## config.mk

```make
export PLATFORM = sky130hd
export DESIGN_NAME = pipelined_addsub
export DESIGN_NICKNAME = d
export VERILOG_FILES = /design/src/rtl/pipelined_addsub.sv
export SDC_FILE = /design/constraint.sdc
export NUM_CORES = 1
export LEC_CHECK = 0
export BUFFER_PORTS_ARGS = -buffer_cell sky130_fd_sc_hd__buf_2
export CAP_MARGIN = 20
export CORE_ASPECT_RATIO = 0.75
export CORE_MARGIN = 5
export CORE_UTILIZATION = 30
export DETAILED_ROUTE_END_ITERATION = 8
export MAX_ROUTING_LAYER = met4
export PLACE_DENSITY = 0.61
export SYNTH_ARGS = -nofsm -noshare
export SYNTH_HDL_FRONTEND = slang
export SYNTH_SLANG_ARGS = --single-unit
```

## constraint.sdc

```tcl
create_clock -name clk -period 2.9 [get_ports clk]
set_clock_uncertainty 0.15 [all_clocks]
set_input_delay 0.145 -clock clk [delete_from_list [all_inputs] [get_ports clk]]
set_output_delay 0.145 -clock clk [all_outputs]
set_load 0.01 [all_outputs]
```

## src/rtl/pipelined_addsub.sv

```systemverilog
// pipelined_addsub
//   Pipelined add/subtract unit. The WIDTH-bit carry chain is split into
//   STAGES chunks of C = WIDTH/STAGES bits, one chunk per register stage.
//   The unused upper operand chunks and the op code travel with their beat.
//   Supports add, subtract, reverse subtract and add with carry-in. SAT=1
//   clamps results that carry or borrow.
//
// Ports
//   clk        clock; all state updates on posedge
//   rst        asynchronous active-low reset
//   in_valid   operand beat valid
//   in_ready   block can accept a beat this cycle
//   a, b       unsigned operands, WIDTH bits
//   op         00 a+b, 01 a-b, 10 b-a, 11 a+b+1
//   out_valid  result beat valid
//   out_ready  downstream accepts the result
//   y          WIDTH+1 bit result; y[WIDTH] is carry (add) or borrow (sub)
//   sat        result was clamped (always 0 when SAT=0)
//
// Handshake: a beat moves across an interface on a posedge where valid and
// ready are both high. The pipeline stalls only when the output holds a
// beat that is not being taken (stall = out_valid & ~out_ready). While
// stalled, every register holds. Otherwise every stage advances, and empty
// slots advance like data. in_ready = ~stall, so it follows out_ready
// combinationally.

module pipelined_addsub #(
  parameter int WIDTH  = 8,
  parameter int STAGES = 2,
  parameter int SAT    = 0
) (
  input  logic             clk,
  input  logic             rst,
  input  logic             in_valid,
  output logic             in_ready,
  input  logic [WIDTH-1:0] a,
  input  logic [WIDTH-1:0] b,
  input  logic [1:0]       op,
  output logic             out_valid,
  input  logic             out_ready,
  output logic [WIDTH:0]   y,
  output logic             sat
);

  localparam int C = WIDTH / STAGES;

  if ((STAGES < 1) || (STAGES > 4) || ((WIDTH % STAGES) != 0)) begin : g_param_check
    $error("pipelined_addsub: STAGES must be 1..4 and divide WIDTH");
  end

  // Per-stage registers. Element k is the output of stage k. x_q and z_q
  // hold the operand chunks that are not yet consumed, right-aligned.
  // r_q accumulates result chunks from the top down. In the last stage,
  // r_q and c_q hold the final y.
  logic [WIDTH-1:0] x_q  [STAGES];
  logic [WIDTH-1:0] z_q  [STAGES];
  logic [WIDTH-1:0] r_q  [STAGES];
  logic             c_q  [STAGES];
  logic             v_q  [STAGES];
  logic [1:0]       op_q [STAGES];

  logic             stall;
  logic [WIDTH-1:0] x0, z0;
  logic             cin0;
  logic             sat_d, sat_q;

  assign stall     = v_q[STAGES-1] & ~out_ready;
  assign in_ready  = ~stall;
  assign out_valid = v_q[STAGES-1];
  assign y         = {c_q[STAGES-1], r_q[STAGES-1]};
  assign sat       = sat_q;

  // Subtraction is done as x + ~z + 1. For rsub the operands swap roles.
  always_comb begin
    x0   = a;
    z0   = b;
    cin0 = 1'b0;
    case (op)
      2'b01:   begin x0 = a; z0 = ~b; cin0 = 1'b1; end
      2'b10:   begin x0 = b; z0 = ~a; cin0 = 1'b1; end
      2'b11:   begin x0 = a; z0 = b;  cin0 = 1'b1; end
      default: begin x0 = a; z0 = b;  cin0 = 1'b0; end
    endcase
  end

  for (genvar k = 0; k < STAGES; k++) begin : g_stage
    logic [WIDTH-1:0] cx, cz, cr, res, nr;
    logic             cc, cv, nc;
    logic [1:0]       cop;
    logic [C:0]       sum;

    if (k == 0) begin : g_in
      assign cx  = x0;
      assign cz  = z0;
      assign cr  = '0;
      assign cc  = cin0;
      assign cv  = in_valid;
      assign cop = op;
    end else begin : g_link
      assign cx  = x_q[k-1];
      assign cz  = z_q[k-1];
      assign cr  = r_q[k-1];
      assign cc  = c_q[k-1];
      assign cv  = v_q[k-1];
      assign cop = op_q[k-1];
    end

    assign sum = {1'b0, cx[C-1:0]} + {1'b0, cz[C-1:0]} + {{C{1'b0}}, cc};

    // The new chunk enters at the top and earlier chunks shift down. After
    // STAGES stages, chunk 0 sits at bit 0.
    assign res = (cr >> C) | (WIDTH'(sum[C-1:0]) << (WIDTH - C));

    if (k == STAGES - 1) begin : g_last
      logic is_sub, hi, clamp;
      // Carry out of a subtraction means no borrow.
      assign is_sub = cop[0] ^ cop[1];
      assign hi     = is_sub ? ~sum[C] : sum[C];
      assign clamp  = (SAT != 0) && hi;
      assign nc     = hi;
      assign nr     = clamp ? (is_sub ? {WIDTH{1'b0}} : {WIDTH{1'b1}}) : res;
      assign sat_d  = clamp;
    end else begin : g_mid
      assign nc = sum[C];
      assign nr = res;
    end

    always_ff @(posedge clk or negedge rst) begin
      if (!rst) begin
        v_q[k]  <= 1'b0;
        op_q[k] <= '0;
        x_q[k]  <= '0;
        z_q[k]  <= '0;
        r_q[k]  <= '0;
        c_q[k]  <= 1'b0;
      end else if (!stall) begin
        v_q[k]  <= cv;
        op_q[k] <= cop;
        x_q[k]  <= cx >> C;
        z_q[k]  <= cz >> C;
        r_q[k]  <= nr;
        c_q[k]  <= nc;
      end
    end
  end

  always_ff @(posedge clk or negedge rst) begin
    if (!rst) begin
      sat_q <= 1'b0;
    end else if (!stall) begin
      sat_q <= sat_d;
    end
  end

endmodule

```

# After elaboration in Yosys (flattened, before gate mapping)
# Cells that the tools add are included.
word_totals:
  word_cells: 29
  register_bits: 26
  output_inout_bits: 12
classes:
  add_sub_neg: 4
  eq_ne: 3
  n_reduce_logical: 1
  n_bitwise: 8
  mux: 4
op_table:
  columns: ["op", "n"]
  rows:
  - ["NOT 8 bit", 2]
  - ["one-hot mux 8 bit (2 select lines)", 1]
  - ["adder 4 x 4 -> 5 bit", 2]
  - ["adder 5 x 1 -> 5 bit", 2]
  - ["two-way mux 8 bit", 1]
  - ["bitwise OR 4 x 8 -> 8 bit", 1]
  - ["equality test 2 bit (second input constant)", 2]
  - ["NOT 1 bit", 3]
  - ["OR reduction 3 bit", 1]
  - ["equality test 2 x 1 -> 1 bit (second input constant)", 1]
  - ["two-way mux 1 bit", 2]
  - ["bitwise AND 1 bit", 1]
  - ["XOR 1 bit", 1]

# Depth between registers and ports, before layout
depth:
  word_depth: 4
  mapped_depth: 10

# Worst setup path before layout
# No wires, ideal clock.
synth_timing:
  path_kind: "input -> register"
  from: "in op[0]"
  to: "reg c_q (netlist bit g_stage[1].cc)"
  setup_time_ns: 0.087
  path_stages: 10
  slack_ns: 0.558
  n_path_buf: 1
  arrival_time_ns: 2.105
  cell_sequence: "inv_1 > ha_1 > buf_4 > o221ai_1 > o21ai_0 > fa_1 > fa_1 > nor2b_1 > o21ai_0 > a22oi_1"
synth_between:
  elab_chain_len: 4
  elab_cells_between_ends: 9
synth_rtl:
  columns: ["element", "line_no", "rtl"]
  rows:
  - ["start, declared", "38", "input logic [1:0] op,"]
  - ["equality test 2 bit or equality test 2 x 1 -> 1 bit (tied branches)", "78", "case (op)"]
  - ["one-hot mux 8 bit (2 select lines) (tied with other cells)", "78", null]
  - ["adder 4 x 4 -> 5 bit or two-way mux 1 bit (tied branches)", "108, 78", null]
  - ["adder 5 x 1 -> 5 bit (*)", "108", "assign sum = {1'b0, cx[C-1:0]} + {1'b0, cz[C-1:0]} + {{C{1'b0}}, cc};"]
  - ["end signal, assigned by index", "142", "c_q[k] <= nc;"]
  - ["end, declared", "58", "logic c_q [STAGES];"]
# Mark *: on every way between the ends. The rest lies on a longest branch, timed or not.
# A chain may end at the register's enable or synchronous reset.

# Final worst setup path
# Ends and elaborated chain as after synthesis.

==> metrics.csv <==
stage,metric,value,unit
clock_tree,postCtsSetupRepairBufs,0,
clock_tree,clock_sinks,26,
synth,yosys_most_used_dff,dfrtp_1,
synth,ys_top_cells_by_area,"dfrtp_1, ha_1, nand2_1, fa_1, o21ai_0",
route,drtIter0Drc,61,
worst_setup_path,critical_path_class,primary input to flop,
worst_setup_path,cp_slowest_cell,fa_1,
synth,synth_top_family_by_area,compound AO/OA/AOI/OAI gates,
timing,finalCritPeriodShare,0.809,
route,drt_pre_antenna_iters,4,
worst_setup_path,cpPeakStageDelay,0.50,ns
floorplanning,num_io_pins,34,
timing,rsz0062_at_grt,false,
global_routing,grt_usage,0.106,
synth,synth_edf_count,0,
synth,async_reset_ff_frac,1.00,
synth,synthCells,161,
placement,dpl.hpwl,2560,um
route,vias_per_cell,4.55,
placement,dp_cells,259,
worst_setup_path,path_cells,buf_2 -> inv_1 -> ha_1 -> o221ai_1 -> o21ai_0 -> fa_1 -> fa_1 -> nor2b_1 -> o21ai_0 -> a22oi_1,
timing,slew_violations,0,
synth,synth_xor_xnor_area_share,0.0168,
run,cap_violations,0,
synth,synth-compound-area-share,0.181,
power_and_ir_drop,internal_power,0.749,mW
global_routing,grt_start_max_net_pins,29,
synth,synthMuxAreaShare,0.0536,
floorplanning,start_util,0.314,
timing,hold_violations,0,
clock_tree,cts-root-buf,clkbuf_8,
route,routedWlPerCell,12.6,um
clock_tree,cts_tree,done,
route,vias,1201,
route,drt_wl_total,3320,um
power_and_ir_drop,peakVddDrop,0.145,mV
global_routing,grt_pass1_wl,5460,um
power_and_ir_drop,fin_total_pwr,1.14,mW
power_and_ir_drop,power_density,622,nW/um2
global_routing,grt_pass1_vias,1139,
power_and_ir_drop,p_leak,0.858,nW
worst_setup_path,cp-end-kind,flop,
final_layout,drive_gt1_frac,0.240,
power_and_ir_drop,swShare,0.343,
hold_path,hp-class,primary input to flop,
clock_tree,clock_latency,0.27,ns
synth,synth.distinct_cells,28,
final_layout,diodes,0,
synth,yosysTopAreaCell,dfrtp_1,
global_routing,antenna_found_initial,0,
synth,synth_common_cells,"dfrtp_1, nand2_1, o21ai_0",
synth,syn_area,1570,um2
timing,fin_crit,2.35,ns
floorplanning,die-area,6780,um2
power_and_ir_drop,p_switching,0.391,mW
clock_tree,h-tree-depth,1,
clock_tree,clkTransAtPathRegs,0.09,ns
synth,yosys.area.top_type_share,0.416,
final_layout,layoutNonFillerInstCount,264,
synth,synth_fa_ha_area_frac,0.131,
worst_setup_path,crit_fanout,16,
floorplanning,die_h,72.6,um
synth,ys_ff_latch,26,
power_and_ir_drop,power_frac_clock,0.177,
floorplanning,die_x,93.4,um
outcome,status,finished clean,
power_and_ir_drop,seq_power_share,0.446,
synth,syn_area_per_cell,9.72,um2
worst_setup_path,worstPathArrival,2.39,ns
floorplanning,coreArea,4980,um2
global_routing,grt_overflow,0,
synth,seq_area_frac_synth,0.416,
floorplanning,rows,22,
final_layout,syn_to_final_growth,17.0,%
clock_tree,cts_buffer_depth,2,
final_layout,nets,230,
timing,max-slew-margin-rel,0.545,
synth,synthSimpleGateAreaFrac,0.128,
synth,yosys_warnings,0,
placement,io_buffers,32,
power_and_ir_drop,pwr-share-comb,0.377,
worst_setup_path,cp.required,2.94,ns
timing,fin_tns_setup,0,ns
placement,gp_congestion,0.856,
timing,setup_viol_count_final,0,
synth,synthesis.nets,197,
timing,fmax,426,MHz
timing,worst_pin_slew,0.682,ns
route,drtAntennaViolNets,0,
worst_setup_path,start_kind,primary input,
clock_tree,cts_buffers,3,
route,drc_errors,0,
registers in the layout, indices dropped and copies added (netlist names):
name and cells:
g_stage.cc 1, y 9, g_stage.cr 4, g_stage.cz 4, g_stage.cv 1, g_stage.cx 4
g_stage.cop 2, out_valid 1
worst paths after layout:
| path | start | to | slack [ns] | depth (start not counted) |
|---|---|---|---|---|
| worst max-delay path | op[0] | g_stage[1].cc$_DFFE_PN0N_ | 0.55 | 10 |
| worst min-delay path | a[7] | g_stage[1].cx[3]$_DFFE_PN0N_ | 0.04 | 3 |
| worst max register to register | g_stage[1].cx[0]$_DFFE_PN0N_ | y[8]$_DFFE_PN0N_ | 0.73 | 7 |
| worst min register to register | y[3]$_DFFE_PN0N_ | y[3]$_DFFE_PN0N_ | 0.32 | 2 |
| max in group asynchronous | rst | g_stage[1].cz[0]$_DFFE_PN0N_ | 1.96 | 2 |
| min in group asynchronous | rst | y[7]$_DFFE_PN0N_ | 0.25 | 2 |
cells in the final DEF (no fill, tap or decap):
cell	count
inv_1	13
o22a_1	1
mux2_2	3
nand2b_1	2
o21a_1	6
a21oi_1	8
o31ai_2	2
o21ai_0	16
clkbuf_8	3
nor3_1	2
nand2_1	26
dfrtp_1	26
ha_1	10
buf_4	2
buf_2	32
nor2b_2	1
xnor2_1	1
xor2_1	2
mux2i_1	5
nor2b_4	2
nor2b_1	1
dlygate4sd3_1	2
inv_2	1
a22oi_1	1
fa_1	4
o211ai_1	2
nor2_1	10
o221ai_1	7
conb_1	1
per-layer routing:
metal	track usage	part of all wire
met1	0.165	0.56
met2	0.135	0.36
met3	0.0207	0.061
met4	0.0341	0.013
met5	-	0
what timing repair did:
action / CTS / global route
resized for setup: 0 / 0
endpoints found under the hold margin: 27 / 0
hold buffers: 2 / 0
endpoints found under the setup margin: 0 / 0
stage by stage:
step | util | instance area (um2) | setup slack [ns] | hold slack (ns)
2_1_floorplan | - | 1570 | 0.558 | -0.301
3_3_place_gp | 0.355 | 1770 | 0.378 | 0.0362
3_5_place_dp | 0.355 | 1770 | 0.272 | 0.0426
4_1_cts | 0.368 | 1830 | 0.564 | 0.0329
5_1_grt | 0.368 | 1830 | 0.379 | 0.0344
6_report | 0.368 | 1830 | 0.553 | 0.0359
final cells by class:
type                            instances  area, um2
Multi-Input combinational cell        113        802
Inverter                               14       52.6
Clock buffer                            3       41.3
Sequential cell                        26        651
Fill cell                             512       3150
Timing Repair Buffer                   36        195
Tap cell                               72       90.1
power groups by stage:
| stage | Sequential [mW] | Combinational (mW) | Clock (mW) |
|---|---|---|---|
| floorplan | 0.542 | 0.268 | 0 |
| global placement | 0.515 | 0.425 | 0 |
| detailed placement | 0.518 | 0.433 | 0 |
| CTS | 0.510 | 0.437 | 0.213 |
| global route | 0.523 | 0.485 | 0.226 |
| finish | 0.508 | 0.429 | 0.202 |
critical path, delay by kind of cell:
| kind | cells | cell delay (ns) |
|---|---|---|
| fa+ha+maj | 3 | 1.40 |
| simple gates | 1 | 0.15 |
| compound gates | 4 | 0.53 |
| buf+inv | 2 | 0.16 |
logic make-up (layout without fill, tap and decap cells):
logic type | after synthesis | in the layout
other | 1 | 1
muxes | 8 | 8
DFF | 26 | 26
AOI/OAI and AO/OA | 43 | 43
buffers and inverters | 22 | 53
xor gates and xnor gates | 3 | 3
adders and majority gates | 14 | 14
and+or+nand+nor | 44 | 44
(Power assumes the default switching activity.)
